File: config.mk
export PLATFORM = sky130hd
export DESIGN_NAME = pwm_sample_out
export DESIGN_NICKNAME = d
export VERILOG_FILES = /design/src/rtl/pwm_sample_out.sv
export SDC_FILE = /design/constraint.sdc
export NUM_CORES = 1
export LEC_CHECK = 0
export ABC_CLOCK_PERIOD_IN_PS = 1780
export BUFFER_PORTS_ARGS = -buffer_cell sky130_fd_sc_hd__buf_2
export CORE_MARGIN = 2
export CORE_UTILIZATION = 50
export DETAILED_ROUTE_END_ITERATION = 12
export PLACE_DENSITY_LB_ADDON = 0.12
export SETUP_SLACK_MARGIN = 0.15
export SYNTH_ARGS = -nofsm -noshare
export SYNTH_HDL_FRONTEND = slang
export SYNTH_SLANG_ARGS = --single-unit
File: constraint.sdc
create_clock -name clk_i -period 1.78 [get_ports clk_i]
set_clock_uncertainty 0.2 [all_clocks]
set_input_delay 0.178 -clock clk_i [delete_from_list [all_inputs] [get_ports clk_i]]
set_output_delay 0.178 -clock clk_i [all_outputs]
set_load 0.05 [all_outputs]
File: src/rtl/pwm_sample_out.sv
// Purpose: turns a stream of signed Q0.N_FRAC samples into a fixed-period PWM waveform, requesting one sample per period.
// Latency: a sample received in a period is applied at the next period boundary, or immediately if it arrives in the boundary cycle.
// Backpressure: one request per period; a late generator raises a sticky underrun flag and the last duty is held.
module pwm_sample_out #(
    parameter int N_FRAC = 7
) (
    input  logic              clk_i,
    input  logic              rst_i,
    input  logic              enable_i,
    input  logic [N_FRAC:0]   data_i,
    input  logic              data_valid_strobe_i,
    output logic              next_data_strobe_o,
    output logic              pwm_o,
    output logic [N_FRAC:0]   sample_o,
    output logic              underrun_o
);

    localparam logic [N_FRAC:0] MID     = {1'b1, {N_FRAC{1'b0}}};
    localparam logic [N_FRAC:0] CNT_MAX = '1;

    typedef enum logic [1:0] {
        IDLE,
        REQ,
        WAIT,
        READY
    } state_t;

    state_t          state, state_nxt;
    logic [N_FRAC:0] cnt, cnt_nxt;
    logic [N_FRAC:0] pending, pending_nxt;
    logic [N_FRAC:0] sample_nxt;
    logic [N_FRAC:0] duty, duty_nxt;
    logic            underrun_nxt;
    logic            boundary;

    assign boundary = (cnt == CNT_MAX);

    always_ff @(posedge clk_i or negedge rst_i) begin
        if (!rst_i) begin
            state      <= IDLE;
            cnt        <= '0;
            pending    <= '0;
            sample_o   <= '0;
            duty       <= MID;
            underrun_o <= 1'b0;
        end else begin
            state      <= state_nxt;
            cnt        <= cnt_nxt;
            pending    <= pending_nxt;
            sample_o   <= sample_nxt;
            duty       <= duty_nxt;
            underrun_o <= underrun_nxt;
        end
    end

    always_comb begin
        state_nxt    = state;
        cnt_nxt      = cnt + 1'b1;
        pending_nxt  = pending;
        sample_nxt   = sample_o;
        duty_nxt     = duty;
        underrun_nxt = underrun_o;

        if (state == IDLE) begin
            cnt_nxt = '0;
            if (enable_i) begin
                state_nxt    = REQ;
                underrun_nxt = 1'b0;
            end
        end else if (!enable_i) begin
            state_nxt   = IDLE;
            cnt_nxt     = '0;
            pending_nxt = '0;
        end else begin
            case (state)
                REQ: state_nxt = WAIT;
                WAIT: begin
                    if (boundary) begin
                        // A sample arriving exactly on the boundary bypasses the pending register.
                        if (data_valid_strobe_i) begin
                            sample_nxt = data_i;
                            duty_nxt   = data_i ^ MID;
                            state_nxt  = REQ;
                        end else begin
                            underrun_nxt = 1'b1;
                        end
                    end else if (data_valid_strobe_i) begin
                        pending_nxt = data_i;
                        state_nxt   = READY;
                    end
                end
                READY: begin
                    if (boundary) begin
                        sample_nxt = pending;
                        duty_nxt   = pending ^ MID;
                        state_nxt  = REQ;
                    end
                end
                default: state_nxt = IDLE;
            endcase
        end
    end

    assign next_data_strobe_o = (state == REQ);
    assign pwm_o              = (state != IDLE) && (cnt < duty);

endmodule

==> impl_metrics.yaml, run 1 <==
outcome:
  status: "finished with violations"
  failed_checks: "setup timing"
detailed_routing:
  drtPass1Iterations: 4
  via_per_inst: 5.43
  routedWlPerCell_microns: 14.4
  wl_microns: 3160
  drt_iter0_markers: 21
  ant_nets: 0
  drcViolationCount: 0
  vias: 1189
clock_network:
  cts_buffers: 3
  cts_root_buf: "clkbuf_4"
  cts_tree: "done"
  cts_sinks: 28
  cts_max_level: 1
  cts_buffer_depth: 2
  path_clk_slew_ns: 0.16
  clk_latency_ns: 0.33
min_path:
  min_path_type: "in2async"
critical_path:
  cp-end-kind: "output pin"
  worstPathArrival_ns: 2.08
  critPathKind: "reg2out"
  cp_slowest_cell: "or4_4"
  crit_chain: "ha_1, o211ai_1, a21oi_1, or4_4, a41oi_4, buf_6"
  worstPathRequired_ns: 1.40
  critPathMaxFanout: 2
  slowest_delay_ns: 0.49
  critPathLaunchType: "flip-flop"
timing:
  worst_pin_slew_ns: 0.674
  final_hold_viol_count: 0
  finalCritPeriodShare_pct: 138
  layout_setup_ws_ns: -0.675
  fin_crit_ns: 2.45
  setup_viol: 10
  slew_viol_final: 0
  rsz0062_at_grt: "yes"
  max_freq_ghz: 0.407
  hold_ws_ns: 0.174
  max-slew-margin-rel_pct: 55.1
cells_and_area:
  drive_gt1_share_pct: 38.3
  fin_nets: 209
  diodes: 0
  post-route-util_pct: 72.0
  area_growth_pct: 34.5
job:
  timing.max_cap.violations: 0
global_routing:
  antenna_found_initial: 0
  grt_overflow: 0
  grt_most_used_layer: "met2"
  grt_pass1_vias: 1155
  grt_usage_pct: 20.9
  use_met3_pct: 5.27
  grt_max_degree: 29
  grt_use_met2_pct: 37.1
  grt_first_pass_wirelength_microns: 5390
  use_met1_pct: 26.9
logic_synthesis:
  yosysWarnings: 0
  syn_area_sq_um: 1490
  synth-edff-count: 0
  synthArstFlopShare_pct: 100
  synth_flop_cell: "dfrtp_1"
  syn_inst: 138
  syn_area_per_cell_sq_um: 10.8
  synth_cell_type_count: 36
  synth_fp_nets: 158
  yosysSeqAreaShare_pct: 47.1
  ys_ff_latch: 28
die:
  coreArea_sq_um: 2780
  die_area_sq_um: 3430
  io_pins: 23
  start_util_pct: 53.5
  num_rows: 19
  fp.dieH_microns: 58.6
  die_w_microns: 58.6
pwr:
  ir_drop_v: 0.000763
  p_leak_nw: 0.999
  p_per_area_nw_per_um2: 649
place:
  pre_cts_ws_ns: -0.377
  dpl.hpwl_microns: 2300
  gp_congestion: 0.865
  io_buffers: 22
## Yosys cell counts (2+ instances only)
master | instances | area, sq um
and3_1 | 2 | 12.5
a21oi_1 | 10 | 50.1
a22o_1 | 9 | 78.8
buf_6 | 3 | 33.8
nand2b_1 | 2 | 12.5
nor2b_1 | 2 | 12.5
xor2_1 | 2 | 17.5
dfrtp_1 | 27 | 676
xnor2_1 | 3 | 26.3
buf_4 | 7 | 52.6
nand2_1 | 3 | 11.3
inv_1 | 9 | 33.8
o21a_1 | 2 | 15.0
ha_1 | 8 | 100
nor2_1 | 16 | 60.1
nand3_1 | 3 | 15.0
mux2i_1 | 7 | 70.1
o21ai_0 | 5 | 25.0
## what timing repair did
action | in CTS | in global routing
endpoints found under the setup margin | 20 | 20
hold endpoints to repair | 46 | 0
cloned | 0 | 1
gates resized for setup | 6 | 1
buffers inserted | 0 | 3
hold buffers | 11 | 0
pin swaps | 1 | 1
## logic make-up after synthesis
| kind of cell | count (synthesis) | synth area share [%] |
|---|---|---|
| xor+xnor | 5 | 2.94 |
| fa+ha+maj | 8 | 6.72 |
| simple gates | 38 | 15.4 |
| mux | 7 | 4.71 |
| buf+inv | 19 | 8.07 |
| compound gates | 33 | 15.0 |
| flops | 28 | 47.1 |
## worst max-delay path: cells and delay by family, from the launching register on
kind	cells	cell delay (ns)
flip-flops	1	0.42
AND/OR/NAND/NOR	1	0.49
adder cells (fa/ha/maj)	1	0.27
buffers and inverters	1	0.18
AO/OA/AOI/OAI	3	0.37
## path summary, 6_finish.rpt
path                         endpoint  slack, ns  cells after the start       start
setup reg to reg           pending[2]      -0.07                      6      cnt[1]
setup / recovery                pwm_o      -0.67                      6      cnt[1]
max in group asynchronous    state[0]       0.75                      2       rst_i
hold reg to reg            underrun_o       0.31                      1  underrun_o
min in group clk_i         underrun_o       0.31                      1  underrun_o
hold / removal                 cnt[2]       0.17                      2       rst_i
## through the flow
step                TNS [ns]  total power, mW  cells  area (sq um)
floorplan             -0.327            0.800    138          1550
global placement      -0.658            0.849    200          1770
detailed placement     -1.16            0.856    200          1770
CTS                    -1.07             1.31    215          1950
global route           -2.93             1.35    219          2000
finish                 -1.20             1.30    219          2000
## where the power goes
group / leakage, nW / switching [mW] / total (mW) / internal, mW
clock: 0.0279 / 0.196 / 0.424 / 0.228
combinational: 0.590 / 0.108 / 0.197 / 0.0895
sequential: 0.381 / 0.0200 / 0.677 / 0.657
## routing by layer
metal | part of all wire [%] | up-vias
li1 | - | 587
met1 | 45 | 580
met2 | 51 | 20
met3 | 3.2 | 2
met4 | 0.41 | 0
met5 | 0 | -
## placed cells by master (no fill, tap or decap), types with 7 or more instances in the layout
| master | netlist | layout |
|---|---|---|
| dlygate4sd3_1 | 0 | 11 |
| buf_2 | 0 | 20 |
| a22o_1 | 9 | 9 |
| inv_1 | 9 | 9 |
| ha_1 | 8 | 7 |
| a21oi_2 | 1 | 8 |
| mux2i_1 | 7 | 7 |
| nor2_1 | 16 | 16 |
| dfrtp_1 | 27 | 26 |
| buf_4 | 7 | 22 |
## state kept, by name, summed over array words and instances (netlist names)
register and cells:
state 2, cnt 8, pending 8, underrun_o 1, sample_o 8, duty 1
## area by class of cell
type                       instances  area [sq um]
fill                             212           779
inverter                           9          33.8
clock buffer                       3          22.5
clock inverter                     1          30.0
tap                               31          38.8
sequential                        28           703
multi-input combinational         91           742
timing repair buffer              56           432
No activity file was read; power rests on OpenSTA's default activity.
==> run 2, diff against run 1 <==
--- a/config.mk
+++ b/config.mk
@@ -11,6 +11,7 @@
 export CORE_UTILIZATION = 50
 export DETAILED_ROUTE_END_ITERATION = 12
 export PLACE_DENSITY_LB_ADDON = 0.12
+export REMOVE_ABC_BUFFERS = 1
 export SETUP_SLACK_MARGIN = 0.15
 export SYNTH_ARGS = -nofsm -noshare
 export SYNTH_HDL_FRONTEND = slang
==> run 2 against run 1 <==
- the run still ends with setup timing left
- fmax is 1.9% lower
- worst setup slack worse by 0.047 ns
- clock power is 1% higher
- global-route usage is 3.1 points higher
- combinational power is 27% higher
- wire length is 20% higher
- critical path depth stayed put
- first-iteration DRC count is 140% higher
- critical endpoint unchanged
==> impl_metrics.yaml, run 2 (synthesized netlist as in run 1, its figures left out) <==
pwr:
  p_per_area_nw_per_um2: 606
  p_leak_nw: 1.11
  ir_drop_v: 0.000481
timing:
  setup_viol: 12
  final_hold_viol_count: 0
  layout_setup_ws_ns: -0.722
  max_freq_ghz: 0.400
  rsz0062_at_grt: "yes"
  fin_crit_ns: 2.50
  slew_viol_final: 0
  finalCritPeriodShare_pct: 141
  max-slew-margin-rel_pct: 57.6
  worst_pin_slew_ns: 0.636
detailed_routing:
  drtPass1Iterations: 4
  wl_microns: 3770
  routedWlPerCell_microns: 16.3
  drcViolationCount: 0
  vias: 1280
  via_per_inst: 5.52
  drt_iter0_markers: 50
  ant_nets: 0
global_routing:
  grt_max_degree: 29
  grt_first_pass_wirelength_microns: 6120
  grt_overflow: 0
  grt_usage_pct: 24.0
  grt_pass1_vias: 1304
  antenna_found_initial: 0
clock_network:
  clk_latency_ns: 0.35
  cts_sinks: 28
  cts_buffers: 3
  path_clk_slew_ns: 0.17
  cts_tree: "done"
  cts_buffer_depth: 2
  cts_max_level: 1
  cts_root_buf: "clkbuf_4"
cells_and_area:
  reg_top3: "cnt: 8 flops, pending: 8 flops, sample_o: 8 flops"
  final_common_cell: "buf_4"
  final_cell_mix: "28 x buf_4, 25 x dfrtp_1, 19 x buf_2"
  drive_gt1_share_pct: 48.3
  final_area_sq_um: 2240
  fin_nets: 222
  area_growth_pct: 50.7
  diodes: 0
  post-route-util_pct: 80.7
outcome:
  status: "finished with violations"
  failed_checks: "setup timing"
die:
  die_area_sq_um: 3430
  coreArea_sq_um: 2780
  die_w_microns: 58.6
  fp.dieH_microns: 58.6
  num_rows: 19
  io_pins: 23
  start_util_pct: 53.5
place:
  io_buffers: 22
  dpl.hpwl_microns: 2310
  postPlaceCellArea_sq_um: 1720
  gp_congestion: 0.827
critical_path:
  r2r_slack_ns: -0.04
  critPathMaxFanout: 2
  critPathLaunchType: "flip-flop"
  slowest_delay_ns: 0.48
  cp-end-kind: "output pin"
  ff2ff_path_depth: 9
  cp_slowest_cell: "or4_1"
  crit_chain: "inv_1, ha_1, a22o_1, or4_1, a41oi_2, buf_6"
  regToRegStartpoint: "cnt[0]"
  worstPathArrival_ns: 2.12
  critPathKind: "reg2out"
  worstPathRequired_ns: 1.40
  rr_endpoint: "sample_o[0]"
job:
  timing.max_cap.violations: 0
min_path:
  min-delay-start: "enable_i"
  min_to: "underrun_o"
  min_path_cells: 3
  min_path_type: "in2reg"
[run 2: area by class of cell]
| class | instances | area [sq um] |
|---|---|---|
| multi-input cells | 91 | 846 |
| flip-flops and latches | 28 | 704 |
| repair buffers | 69 | 568 |
| fillers | 177 | 538 |
| well taps | 31 | 38.8 |
| inverters | 9 | 33.8 |
| clock inverters | 1 | 30.0 |
| clock buffers | 3 | 22.5 |
[run 2: where the power goes]
group          switching [mW]  internal [mW]  total, mW  leakage [nW]
clock                   0.201          0.228      0.430        0.0279
sequential             0.0202          0.658      0.678         0.380
combinational           0.127          0.125      0.251         0.698
total                   0.348           1.01       1.36          1.11
[run 2: how the worst max path moves through the flow]
stage,startpoint,endpoint,slack (ns),cells past startpoint
after floorplan,sample_o[1],pwm_o,-1.15,6
after global placement,sample_o[1],pwm_o,-0.44,7
after detailed placement,sample_o[1],pwm_o,-0.50,7
after CTS,sample_o[5],pwm_o,-0.70,6
after global routing,sample_o[5],pwm_o,-0.76,6
final,sample_o[5],pwm_o,-0.72,6
[run 2: metal layers]
layer,GRT usage (%),vias up,wire length (microns)
li1,-,608,-
met4,9.09,0,97
met5,0,-,0
met1,28.8,629,1540
met2,43.2,32,1980
met3,3.74,11,150
[run 2: worst max-delay path, delay by kind of cell, from the launching register on]
kind                       cells  cell delay, ns
DFF                            1            0.39
buffers and inverters          2            0.24
adders and majority gates      1            0.30
and+or+nand+nor                1            0.48
AOI/OAI and AO/OA              2            0.36
[run 2: stage by stage]
stage | hold WS, ns | worst slack [ns] | instances | setup TNS (ns) | power (mW)
after global routing | 0.123 | -0.763 | 232 | -2.24 | 1.41
after global placement | 0.0253 | -0.445 | 202 | -1.07 | 0.840
final | 0.0986 | -0.722 | 232 | -0.851 | 1.36
after floorplan | -0.318 | -1.15 | 128 | -1.61 | 0.776
after detailed placement | 0.0378 | -0.500 | 202 | -1.21 | 0.846
after CTS | 0.0649 | -0.704 | 224 | -0.704 | 1.33
[run 2: what timing repair did]
action,4_1_cts,5_1_grt
gates cloned,1,0
pin swaps,11,4
endpoints found under the setup margin,21,22
setup buffers,6,8
gates resized for setup,47,8
hold endpoints to repair,45,0
hold buffers,11,0
